### config.mk
export PLATFORM = sky130hd
export DESIGN_NAME = speech_band_classifier
export DESIGN_NICKNAME = d
export VERILOG_FILES = /design/src/rtl/speech_pkg.sv /design/src/rtl/speech_mag_unit.sv /design/src/rtl/speech_band_classifier.sv
export SDC_FILE = /design/constraint.sdc
export NUM_CORES = 1
export LEC_CHECK = 0
export CAP_MARGIN = 20
export CELL_PAD_IN_SITES_DETAIL_PLACEMENT = 1
export CELL_PAD_IN_SITES_GLOBAL_PLACEMENT = 1
export CORE_AREA = 2 2 244 246
export CTS_CLUSTER_SIZE = 16
export DETAILED_ROUTE_END_ITERATION = 10
export DIE_AREA = 0 0 246 248
export HOLD_SLACK_MARGIN = 0.15
export PLACE_DENSITY_LB_ADDON = 0.15
export SLEW_MARGIN = 20
export SYNTH_ARGS = -nofsm -noshare
export SYNTH_HDL_FRONTEND = slang
export SYNTH_SLANG_ARGS = --single-unit
### constraint.sdc
create_clock -name clk -period 9.47 [get_ports clk]
set_clock_uncertainty 0.2 [all_clocks]
set_input_delay 2.841 -clock clk [delete_from_list [all_inputs] [get_ports clk]]
set_output_delay 2.841 -clock clk [all_outputs]
set_load 0.05 [all_outputs]
### src/rtl/speech_pkg.sv
// Shared types and helpers for the speech band classifier.
// Holds the controller state encoding, a constant-foldable clog2, the default
// datapath widths and a saturating adder used by the band accumulators.
package speech_pkg;

    typedef enum logic [1:0] {
        IDLE   = 2'd0,
        ACCUM  = 2'd1,
        DECIDE = 2'd2,
        REPORT = 2'd3
    } state_t;

    localparam int DW_DEF    = 38;
    localparam int ACC_W_DEF = 48;

    // Working width of the saturating adder; accumulators up to 64 bits wide.
    localparam int SAT_W     = 64;

    // Ceiling log2, usable in parameter and port-width expressions.
    function automatic int clog2(input int value);
        int r;
        r = 0;
        for (int i = 0; i < 31; i++) begin
            if ((32'sd1 << i) < value) begin
                r = i + 1;
            end
        end
        return r;
    endfunction

    // Unsigned a + b, clamped to 2^width - 1 (width <= SAT_W).
    function automatic logic [SAT_W-1:0] sat_add(input logic [SAT_W-1:0] a,
                                                 input logic [SAT_W-1:0] b,
                                                 input int               width);
        logic [SAT_W:0] sum;
        logic [SAT_W:0] lim;
        sum = {1'b0, a} + {1'b0, b};
        lim = (65'd1 << width) - 65'd1;
        if (sum > lim) begin
            return lim[SAT_W-1:0];
        end else begin
            return sum[SAT_W-1:0];
        end
    endfunction

endpackage

### src/rtl/speech_mag_unit.sv
// Bin magnitude unit for the speech band classifier.
// Default build: combinational |re| + |im|, where |most negative| clamps to the
// largest positive value. With SPEECH_SQMAG_EN defined: re*re + im*im, held in
// one pipeline register (adds clk/rst ports). Either result is saturated into
// the accumulator width. A tag travels alongside so the caller keeps the band
// index aligned with the magnitude.
module speech_mag_unit
    import speech_pkg::*;
#(
    parameter int DW    = DW_DEF,
    parameter int ACC_W = ACC_W_DEF,
    parameter int TAG_W = 1
) (
`ifdef SPEECH_SQMAG_EN
    input  logic                    clk,
    input  logic                    rst,
`endif
    input  logic                    in_valid,
    input  logic [TAG_W-1:0]        in_tag,
    input  logic signed [DW-1:0]    re,
    input  logic signed [DW-1:0]    im,
    output logic                    out_valid,
    output logic [TAG_W-1:0]        out_tag,
    output logic [ACC_W-1:0]        mag
);

    // Common width wide enough for either magnitude form and the clamp value.
    localparam int CW = ((ACC_W > 2 * DW) ? ACC_W : 2 * DW) + 1;
    localparam logic [ACC_W-1:0] ACC_MAX = {ACC_W{1'b1}};

    // Clamp a wide unsigned value into the accumulator width.
    function automatic logic [ACC_W-1:0] sat_to_acc(input logic [CW-1:0] v);
        if (v > CW'(ACC_MAX)) begin
            return ACC_MAX;
        end else begin
            return v[ACC_W-1:0];
        end
    endfunction

`ifdef SPEECH_SQMAG_EN

    logic signed [2*DW-1:0] prod_re_s;
    logic signed [2*DW-1:0] prod_im_s;
    logic [2*DW:0]          sq_sum_s;

    // Squares are never negative, so the sum is treated as unsigned.
    always_comb begin
        prod_re_s = re * re;
        prod_im_s = im * im;
        sq_sum_s  = {1'b0, prod_re_s} + {1'b0, prod_im_s};
    end

    // Pipeline register: magnitude, valid and tag advance together.
    always_ff @(posedge clk or negedge rst) begin
        if (!rst) begin
            out_valid <= 1'b0;
            out_tag   <= {TAG_W{1'b0}};
            mag       <= {ACC_W{1'b0}};
        end else begin
            out_valid <= in_valid;
            out_tag   <= in_tag;
            mag       <= sat_to_acc(CW'(sq_sum_s));
        end
    end

`else

    localparam logic signed [DW-1:0] MOST_NEG = {1'b1, {(DW-1){1'b0}}};
    localparam logic [DW-1:0]        MAX_POS  = {1'b0, {(DW-1){1'b1}}};

    // Absolute value; the most negative input has no positive twin and clamps.
    function automatic logic [DW-1:0] abs_sat(input logic signed [DW-1:0] x);
        if (x == MOST_NEG) begin
            return MAX_POS;
        end else if (x[DW-1]) begin
            return -x;
        end else begin
            return x;
        end
    endfunction

    logic [DW:0] l1_sum_s;

    // L1 magnitude at DW+1 bits, then clamp into the accumulator width.
    always_comb begin
        l1_sum_s  = {1'b0, abs_sat(re)} + {1'b0, abs_sat(im)};
        out_valid = in_valid;
        out_tag   = in_tag;
        mag       = sat_to_acc(CW'(l1_sum_s));
    end

`endif

endmodule

### src/rtl/speech_band_classifier.sv
// Speech band classifier: accumulates per-band bin magnitudes over NUM_FRAMES
// FFT frames, then picks the most energetic band (lowest index wins ties) as an
// N-class one-hot word result, or flags no_word when the winner is under THRESH.
// Optional build macro SPEECH_SQMAG_EN switches to squared magnitude, which adds
// one pipeline stage and therefore one cycle of result latency.
module speech_band_classifier
    import speech_pkg::*;
#(
    parameter int DW            = DW_DEF,
    parameter int FFT_LEN       = 64,
    parameter int NUM_BANDS     = 4,
    parameter int BINS_PER_BAND = 8,
    parameter int NUM_FRAMES    = 4,
    parameter int ACC_W         = ACC_W_DEF,
    parameter int THRESH        = 1000
) (
    input  logic                          clk,
    input  logic                          rst,
    input  logic                          start,
    input  logic                          fft_valid,
    input  logic signed [DW-1:0]          re,
    input  logic signed [DW-1:0]          im,
    output logic                          busy,
    output logic                          result_valid,
    output logic [NUM_BANDS-1:0]          class_onehot,
    output logic [clog2(NUM_BANDS)-1:0]   class_idx,
    output logic                          no_word
);

    localparam int IDX_W = clog2(NUM_BANDS);
    localparam int BIN_W = (clog2(FFT_LEN) > 0) ? clog2(FFT_LEN) : 1;
    localparam int FRM_W = (clog2(NUM_FRAMES) > 0) ? clog2(NUM_FRAMES) : 1;

    state_t              state_r;
    state_t              state_nxt_s;

    logic [BIN_W-1:0]    bin_cnt_r;
    logic [FRM_W-1:0]    frame_cnt_r;
    logic [ACC_W-1:0]    acc_r [NUM_BANDS];

    logic [IDX_W-1:0]    decide_idx_r;
    logic [IDX_W-1:0]    best_idx_r;
    logic [ACC_W-1:0]    best_val_r;

    logic                start_acc_s;
    logic                bin_take_s;
    logic                last_bin_s;
    logic [31:0]         bin_ext_s;
    logic [IDX_W-1:0]    band_s;
    logic                in_range_s;

    logic                acc_en_s;
    logic [IDX_W-1:0]    acc_band_s;
    logic [ACC_W-1:0]    mag_s;

`ifdef SPEECH_SQMAG_EN
    // Set for the one cycle after the final bin while its magnitude drains.
    logic                drain_r;
`endif

    // Handshake decode: accepted start, accepted bin, and the final bin.
    always_comb begin
        start_acc_s = (state_r == IDLE) && start;
`ifdef SPEECH_SQMAG_EN
        bin_take_s  = (state_r == ACCUM) && fft_valid && !drain_r;
`else
        bin_take_s  = (state_r == ACCUM) && fft_valid;
`endif
        last_bin_s  = bin_take_s &&
                      (bin_cnt_r == BIN_W'(FFT_LEN - 1)) &&
                      (frame_cnt_r == FRM_W'(NUM_FRAMES - 1));
    end

    // Map the current bin to its band; bins past the last band are out of range.
    always_comb begin
        bin_ext_s  = 32'(bin_cnt_r);
        band_s     = {IDX_W{1'b0}};
        in_range_s = 1'b0;
        for (int b = 0; b < NUM_BANDS; b++) begin
            if ((bin_ext_s >= 32'(b * BINS_PER_BAND)) &&
                (bin_ext_s < 32'((b + 1) * BINS_PER_BAND))) begin
                band_s     = IDX_W'(b);
                in_range_s = 1'b1;
            end else begin
                band_s     = band_s;
                in_range_s = in_range_s;
            end
        end
    end

    speech_mag_unit #(
        .DW    (DW),
        .ACC_W (ACC_W),
        .TAG_W (IDX_W)
    ) u_mag (
`ifdef SPEECH_SQMAG_EN
        .clk       (clk),
        .rst       (rst),
`endif
        .in_valid  (bin_take_s && in_range_s),
        .in_tag    (band_s),
        .re        (re),
        .im        (im),
        .out_valid (acc_en_s),
        .out_tag   (acc_band_s),
        .mag       (mag_s)
    );

    // Controller state register.
    always_ff @(posedge clk or negedge rst) begin
        if (!rst) begin
            state_r <= IDLE;
        end else begin
            state_r <= state_nxt_s;
        end
    end

    // Next-state logic: capture, scan bands one per cycle, report once.
    always_comb begin
        state_nxt_s = state_r;
        case (state_r)
            IDLE: begin
                if (start) begin
                    state_nxt_s = ACCUM;
                end else begin
                    state_nxt_s = IDLE;
                end
            end
            ACCUM: begin
`ifdef SPEECH_SQMAG_EN
                if (drain_r) begin
                    state_nxt_s = DECIDE;
                end else begin
                    state_nxt_s = ACCUM;
                end
`else
                if (last_bin_s) begin
                    state_nxt_s = DECIDE;
                end else begin
                    state_nxt_s = ACCUM;
                end
`endif
            end
            DECIDE: begin
                if (decide_idx_r == IDX_W'(NUM_BANDS - 1)) begin
                    state_nxt_s = REPORT;
                end else begin
                    state_nxt_s = DECIDE;
                end
            end
            REPORT: begin
                state_nxt_s = IDLE;
            end
            default: begin
                state_nxt_s = IDLE;
            end
        endcase
    end

    // Bin/frame counters; they only move on accepted bins.
    always_ff @(posedge clk or negedge rst) begin
        if (!rst) begin
            bin_cnt_r   <= {BIN_W{1'b0}};
            frame_cnt_r <= {FRM_W{1'b0}};
        end else if (start_acc_s) begin
            bin_cnt_r   <= {BIN_W{1'b0}};
            frame_cnt_r <= {FRM_W{1'b0}};
        end else if (bin_take_s) begin
            if (bin_cnt_r == BIN_W'(FFT_LEN - 1)) begin
                bin_cnt_r   <= {BIN_W{1'b0}};
                frame_cnt_r <= frame_cnt_r + FRM_W'(1);
            end else begin
                bin_cnt_r   <= bin_cnt_r + BIN_W'(1);
            end
        end
    end

`ifdef SPEECH_SQMAG_EN
    // Hold ACCUM one extra cycle so the final pipelined magnitude lands.
    always_ff @(posedge clk or negedge rst) begin
        if (!rst) begin
            drain_r <= 1'b0;
        end else begin
            drain_r <= last_bin_s;
        end
    end
`endif

    // Band accumulators: cleared on an accepted start, saturating otherwise.
    always_ff @(posedge clk or negedge rst) begin
        if (!rst) begin
            for (int i = 0; i < NUM_BANDS; i++) begin
                acc_r[i] <= {ACC_W{1'b0}};
            end
        end else if (start_acc_s) begin
            for (int i = 0; i < NUM_BANDS; i++) begin
                acc_r[i] <= {ACC_W{1'b0}};
            end
        end else if (acc_en_s) begin
            acc_r[acc_band_s] <= ACC_W'(sat_add(SAT_W'(acc_r[acc_band_s]),
                                                SAT_W'(mag_s), ACC_W));
        end
    end

    // Sequential argmax: band 0 seeds the best, later bands must be strictly larger.
    always_ff @(posedge clk or negedge rst) begin
        if (!rst) begin
            decide_idx_r <= {IDX_W{1'b0}};
            best_idx_r   <= {IDX_W{1'b0}};
            best_val_r   <= {ACC_W{1'b0}};
        end else if (state_r == DECIDE) begin
            if ((decide_idx_r == {IDX_W{1'b0}}) || (acc_r[decide_idx_r] > best_val_r)) begin
                best_val_r <= acc_r[decide_idx_r];
                best_idx_r <= decide_idx_r;
            end
            decide_idx_r <= decide_idx_r + IDX_W'(1);
        end else begin
            decide_idx_r <= {IDX_W{1'b0}};
        end
    end

    // Registered outputs: busy spans the capture, results load once in REPORT.
    always_ff @(posedge clk or negedge rst) begin
        if (!rst) begin
            busy         <= 1'b0;
            result_valid <= 1'b0;
            class_onehot <= {NUM_BANDS{1'b0}};
            class_idx    <= {IDX_W{1'b0}};
            no_word      <= 1'b0;
        end else if (state_r == REPORT) begin
            busy         <= 1'b0;
            result_valid <= 1'b1;
            if (best_val_r < ACC_W'(THRESH)) begin
                no_word      <= 1'b1;
                class_onehot <= {NUM_BANDS{1'b0}};
                class_idx    <= {IDX_W{1'b0}};
            end else begin
                no_word      <= 1'b0;
                class_onehot <= NUM_BANDS'(1) << best_idx_r;
                class_idx    <= best_idx_r;
            end
        end else begin
            result_valid <= 1'b0;
            if (start_acc_s) begin
                busy <= 1'b1;
            end
        end
    end

endmodule

==> impl_results.md, run 1 <==
- DIE HEIGHT: 248 µm
- Top FF cell, synth: dfrtp_1
- Worst r2r src: bin_cnt_r[5]
- Tot Pwr: 9.24 mW
- CP endpoint: acc_r[124]
- Power Density: approximately 410 nW/µm²
- Port Buf Inserts: 88
- Switching Fraction: approximately half
- CP max FO: 26
- Syn nets: ~2400
- CTS Hold Bufs: 0
- Synth cell count leaders: dfrtp_1, o21ai_0, nand3_1, nor2_1, inv_1
- Syn Inst Count: about 2200
- CTS H-tree depth: 1
- Area delta synth->final: 14.6%
- CP endpoint kind: flop
- Setup-failing EPs final: 0
- CP Data Arrival Time: 9.19 ns
- FFs w/ async S/R, synth: 100%
- Ys Warns: 0
- Required @ worst endpoint: 9.69 ns
- Max Cap Viol: 0
- Final period util: a little over nine tenths
- Routability cong.: 0.871
- Fin. Hold Viols: 0
- HP Class: flop to flop
- Core area: ~60000 µm²
- CP max stage delay: about 0.54 ns
- Clk pwr share: 12.5%
- Max Fclk: between 100 and 150 MHz
- Critical path class: input port to flop
- Top cells by area, synth: dfrtp_1, o21ai_0, ha_1, mux4_2, nand3_1
- Total grt overflow: 0
- NetSw: between 4 and 5 mW
- Vias per std cell: 5.60
- Logic gate share of total power: just under 70%
- Die area: slightly above 60000 µm²
- FF-to-FF End: acc_r[124]
- Top cell type's share of synthesized area: 33.5%
- Register area share after synthesis: 33.5%
- Number of global-route vias before repair: around 18000
- Worst-case vdd ir drop: about 280 µV
- Leak: between 9 and 10 nW
- Die X: around 250 µm
- Ant diodes: 0
- Wirelength, routed: between 60000 and 70000 µm
- Clk buf depth: 3
- Unrepaired setup endpoints after global routing: false
- Relative slew margins: 23.4%
- Antenna violations before repair: 1
- Pint: about 4.4 mW
- Hpwl dp: 46400 µm
- Top-count cell post-synth: dfrtp_1
- GRT Total Usage: 21.6%
- Number of enable flip-flop cells after synthesis: 0
- Clock root buffer: clkbuf_16
- Synthesized area: ~20000 µm²
- First-iteration detailed-routing DRC count: slightly below 1000
- Starting Density: between 30 and 40%
- Reg2reg path depth: 18
- Max-slew violation count: 0
- Status: complete, no violations
- Clock sink count: around 260
- Clock transition at the registers of the reported paths: about 0.06 ns
- Power share of the sequential group: 18.5%
- # IOs: just under 90
- Worst skew pair latency: 0.59 ns
- Row count: around 90
- Nets: around 2400
- # fillers: 6786
- First-pass GRT wire length: 103000 µm
- Drt drc: 0
- CP Launch Type: input port
- CTS tree: built
- Slowest-stage cell, CP: fa_1
- Post-detailed-route count of antenna-violating nets: 0
- Share of cells above drive strength 1: about an eighth
- CTS Buf Count: 31
- Synth Area per Inst: just over 9 µm²
- First-pass DRT Iterations: 4
- # resized after CTS: 0
- Setup Fix Bufs, Post-CTS: 0
- Final TNS setup: 0 ns
- Largest net degree at the start of global routing: ~170
- Flop2flop setup slack: between 3 and 4 ns
- Post-synthesis sequential element count: between 200 and 300
- Worst-margin pin slew: about 1.1 ns
- DR WL/cell: around 22 µm
- Period minus WS final: roughly 9.0 ns
- Routed vias: roughly 17000
- Area leader, netlist: dfrtp_1
- Yosys cell types: slightly above 70
- Crit path from: im[1]
-- logic make-up after synthesis --
logic type,count (synthesis),synth area share (%)
muxes,158,11.5
adders and majority gates,132,9.90
DFF,263,33.5
buffers and inverters,296,5.80
AOI/OAI and AO/OA,554,17.5
and+or+nand+nor,675,17.6
xor gates and xnor gates,93,4.15
-- layer usage --
metal  track usage [%]  share of wire, %  vias to the layer above
li1                  -                 -                     7956
met1              29.2                47                     8655
met2              36.6                48                      174
met3              2.13               2.2                       85
met4              6.11               3.1                        2
met5                 0             0.020                        -
-- registers in the layout, indices dropped and copies added, names as in the netlist, named ones only --
register / cells
acc_r: 192
best_val_r: 48
bin_cnt_r: 6
class_onehot: 4
best_idx_r: 2
class_idx: 2
decide_idx_r: 2
frame_cnt_r: 2
busy: 1
no_word: 1
result_valid: 1
state_r: 1
-- power groups by stage --
| stage | sequential (mW) | clock [mW] | combinational, mW |
|---|---|---|---|
| floorplan | 1.61 | 0 | 4.24 |
| finish | 1.71 | 1.15 | 6.38 |
| CTS | 1.70 | 1.19 | 6.44 |
| global placement | 1.70 | 0 | 6.30 |
| detailed placement | 1.72 | 0 | 6.39 |
| global route | 1.75 | 1.24 | 7.13 |
-- critical path: cells and delay by family --
family	cells	cell delay, ns
buffers and inverters	5	0.95
AOI/OAI and AO/OA	7	2.07
and+or+nand+nor	10	2.31
adders and majority gates	3	1.01
-- cells in the final DEF, fill, tap and decap left out, types with 22 or more instances in the layout --
cell type,count
dfrtp_1,259
o21ai_0,246
nand3_1,215
nor2_1,160
inv_1,151
ha_1,93
clkdlybuf4s50_1,87
nand2_1,80
a21oi_1,80
xnor2_1,78
buf_4,68
mux2_2,61
nor2b_1,53
mux2i_1,49
mux4_2,48
o22ai_1,44
a221o_1,40
fa_1,39
clkbuf_16,31
nand4_1,24
nor3_1,23
a21o_1,22
-- cell type report --
type	instances	area, µm²	area share [%]
clock buffers	47	916	4.07
clock inverters	8	43.8	0.195
inverters	151	567	2.52
multi-input cells	1612	11900	53.1
flip-flops and latches	263	6590	29.3
well taps	773	967	4.30
repair buffers	160	1480	6.56
-- worst min-delay path by stage --
stage / startpoint / to / cells after the start
floorplan: acc_r[138] / acc_r[138] / 2
global placement: class_idx[0] / class_idx[0] / 1
detailed placement: class_idx[1] / class_idx[1] / 2
CTS: class_idx[1] / class_idx[1] / 2
global route: class_idx[0] / class_idx[0] / 1
finish: class_idx[1] / class_idx[1] / 2
-- through the flow --
stage	hold WS [ns]	area (µm²)	utilization [%]	setup slack [ns]	std cells
5_1_grt	0.312	22500	38.5	0.0506	3014
3_5_place_dp	0.278	21500	36.8	-0.0497	2958
2_1_floorplan	0.279	19600	-	0.954	2171
4_1_cts	0.291	22500	38.4	0.514	3013
3_3_place_gp	0.272	21500	36.8	-0.0167	2958
6_report	0.287	22500	38.5	0.502	3014
Note: power is estimated with default switching activity, not from simulation.
==> run 2: changes to the inputs <==
--- a/config.mk
+++ b/config.mk
@@ -8,10 +8,10 @@
 export CAP_MARGIN = 20
 export CELL_PAD_IN_SITES_DETAIL_PLACEMENT = 1
 export CELL_PAD_IN_SITES_GLOBAL_PLACEMENT = 1
-export CORE_AREA = 2 2 244 246
+export CORE_AREA = 8 8 250 252
 export CTS_CLUSTER_SIZE = 16
 export DETAILED_ROUTE_END_ITERATION = 10
-export DIE_AREA = 0 0 246 248
+export DIE_AREA = 0 0 258 260
 export HOLD_SLACK_MARGIN = 0.15
 export PLACE_DENSITY_LB_ADDON = 0.15
 export SLEW_MARGIN = 20
==> impl_results.md, run 2 (synthesized netlist as in run 1, its figures left out) <==
- HP Class: flop to flop
- Max Fclk: ~110 MHz
- Die area: approximately 67000 µm²
- Max-slew violation count: 0
- Most used cell, CP: nand3_1
- GRT Total Usage: about a fifth
- First-pass GRT wire length: 106000 µm
- Routability cong.: 0.860
- CP max stage delay: between 0.5 and 0.6 ns
- Setup-failing EPs final: 0
- Met3 routed WL: 2130 µm
- Clock sink count: approximately 260
- Unrepaired setup endpoints after global routing: false
- Number of global-route vias before repair: 17800
- Clk buf depth: 3
- Wirelength, routed: about 67000 µm
- Port Buf Inserts: between 80 and 90
- Most common cell after layout, fill and taps aside: dfrtp_1
- Critical path class: input port to flop
- Worst hold slack: 0.292 ns
- # IOs: 89
- DR WL met2: 32400 µm
- Period minus WS final: 9.10 ns
- Power Density: around 420 nW/µm²
- Clock transition at the registers of the reported paths: around 0.06 ns
- Share of cells above drive strength 1: about 12%
- CP endpoint kind: flop
- Core Util, Final: between 30% and 40%
- # fillers: just under 7000
- Largest net degree at the start of global routing: roughly 130
- Slowest-stage cell, CP: or4_1
- Post-detailed-route count of antenna-violating nets: 0
- DIE HEIGHT: 260 µm
- First-pass DRT Iterations: 6
- Required @ worst endpoint: just under 10 ns
- Commonest non-fill, non-tap cells in the layout: dfrtp_1, o21ai_0, nand3_1, nor2_1, inv_1
- CP Launch Type: input port
- Largest Register: acc_r
- Max Used Layer: met4
- Nets: 2434
- First-iteration detailed-routing DRC count: 1000
- DR WL/cell: about 22 µm
- Fin. Hold Viols: 0
- CP max FO: 27
- Status: complete, no violations
- Total grt overflow: 0
- Worst skew pair latency: between 0.5 and 0.6 ns
- Die X: between 200 and 300 µm
- Hpwl dp: between 40000 and 50000 µm
- Worst-margin pin slew: approximately 1.1 ns
- Relative slew margins: 29.8%
- Routed vias: between 15000 and 20000
- CP Data Arrival Time: slightly above 9 ns
- Drt drc: 0
- Row count: 89
- CTS Buf Count: 30
- CTS H-tree depth: 1
- Area delta synth->final: 15.4%
- Antenna violations before repair: 1
- Core area: roughly 58000 µm²
- Max Cap Viol: 0
- Vias per std cell: about 5.6
- Final period util: 96.1%
- Worst-case vdd ir drop: roughly 240 µV
- Biggest registers after layout: acc_r x192, best_val_r x48, bin_cnt_r x6
- CTS tree: built
- Leak: between 9 and 10 nW
- Tot Pwr: between 9 and 10 mW
- Starting Density: between 30% and 40%
- Met1 WL: about 30000 µm
- Clock root buffer: clkbuf_16
- Max FFs per register: between 150 and 200
## run 2: changes by cell type in the layout (fill, tap and decap cells not counted), sizes merged
cell      before  now
clkbuf        47   40
buf           73   77
clkinvlp       0    1
clkinv         7   11
bufinv         0    3
diode          0    1
## run 2: cell type report
type / instances / area [µm²] / share of cell area, %
multi-input cells: 1612 / 12000 / 52.7
flip-flops and latches: 263 / 6590 / 29.1
repair buffers: 164 / 1540 / 6.78
well taps: 773 / 967 / 4.27
clock buffers: 40 / 878 / 3.87
inverters: 151 / 567 / 2.50
clock inverters: 16 / 173 / 0.762
diodes: 1 / 2.50 / 0.0110
## run 2: worst max-delay path, delay by kind of cell
kind / cells / cell delay (ns)
AOI/OAI and AO/OA: 4 / 0.80
adders and majority gates: 3 / 1.06
buffers and inverters: 5 / 0.96
and+or+nand+nor: 13 / 3.65
## run 2: report_power, final
group / internal (mW) / switching [mW]
logic: 2.43 / 4.08
registers: 1.43 / 0.283
clock network: 0.732 / 0.504
total: 4.58 / 4.87
## run 2: through the flow
step | TNS (ns) | worst slack (ns) | cell area [µm²] | instances
after global placement | -1.96 | -0.184 | 21500 | 2961
final | 0 | 0.373 | 22700 | 3020
after floorplan | 0 | 0.954 | 19600 | 2171
after detailed placement | -3.50 | -0.224 | 21500 | 2961
after global routing | 0 | 0.00403 | 22700 | 3019
after CTS | 0 | 0.357 | 22600 | 3017
## run 2: worst paths after layout
kind	slack (ns)	from	cells past startpoint	endpoint
worst max-delay path	0.37	im[1]	25	acc_r[91]
worst min-delay path	0.29	class_idx[0]	1	class_idx[0]
worst max register to register	2.80	bin_cnt_r[5]	18	acc_r[91]
worst min register to register	0.29	class_idx[0]	1	class_idx[0]
max in group asynchronous	5.39	rst	3	acc_r[22]
min in group asynchronous	1.99	rst	1	class_onehot[0]
## run 2: repair_timing
| item | 4_1_cts | 5_1_grt |
|---|---|---|
| gates resized for setup | 0 | 3 |
| hold buffers | 0 | 0 |
| buffers inserted | 0 | 0 |
| setup endpoints to repair | 0 | 19 |
## run 2: routing by layer
| metal | global-route usage, % | vias up |
|---|---|---|
| li1 | - | 7967 |
| met1 | 26.6 | 8720 |
| met4 | 5.62 | 0 |
| met2 | 33.2 | 266 |
| met5 | 0 | - |
| met3 | 2.04 | 91 |
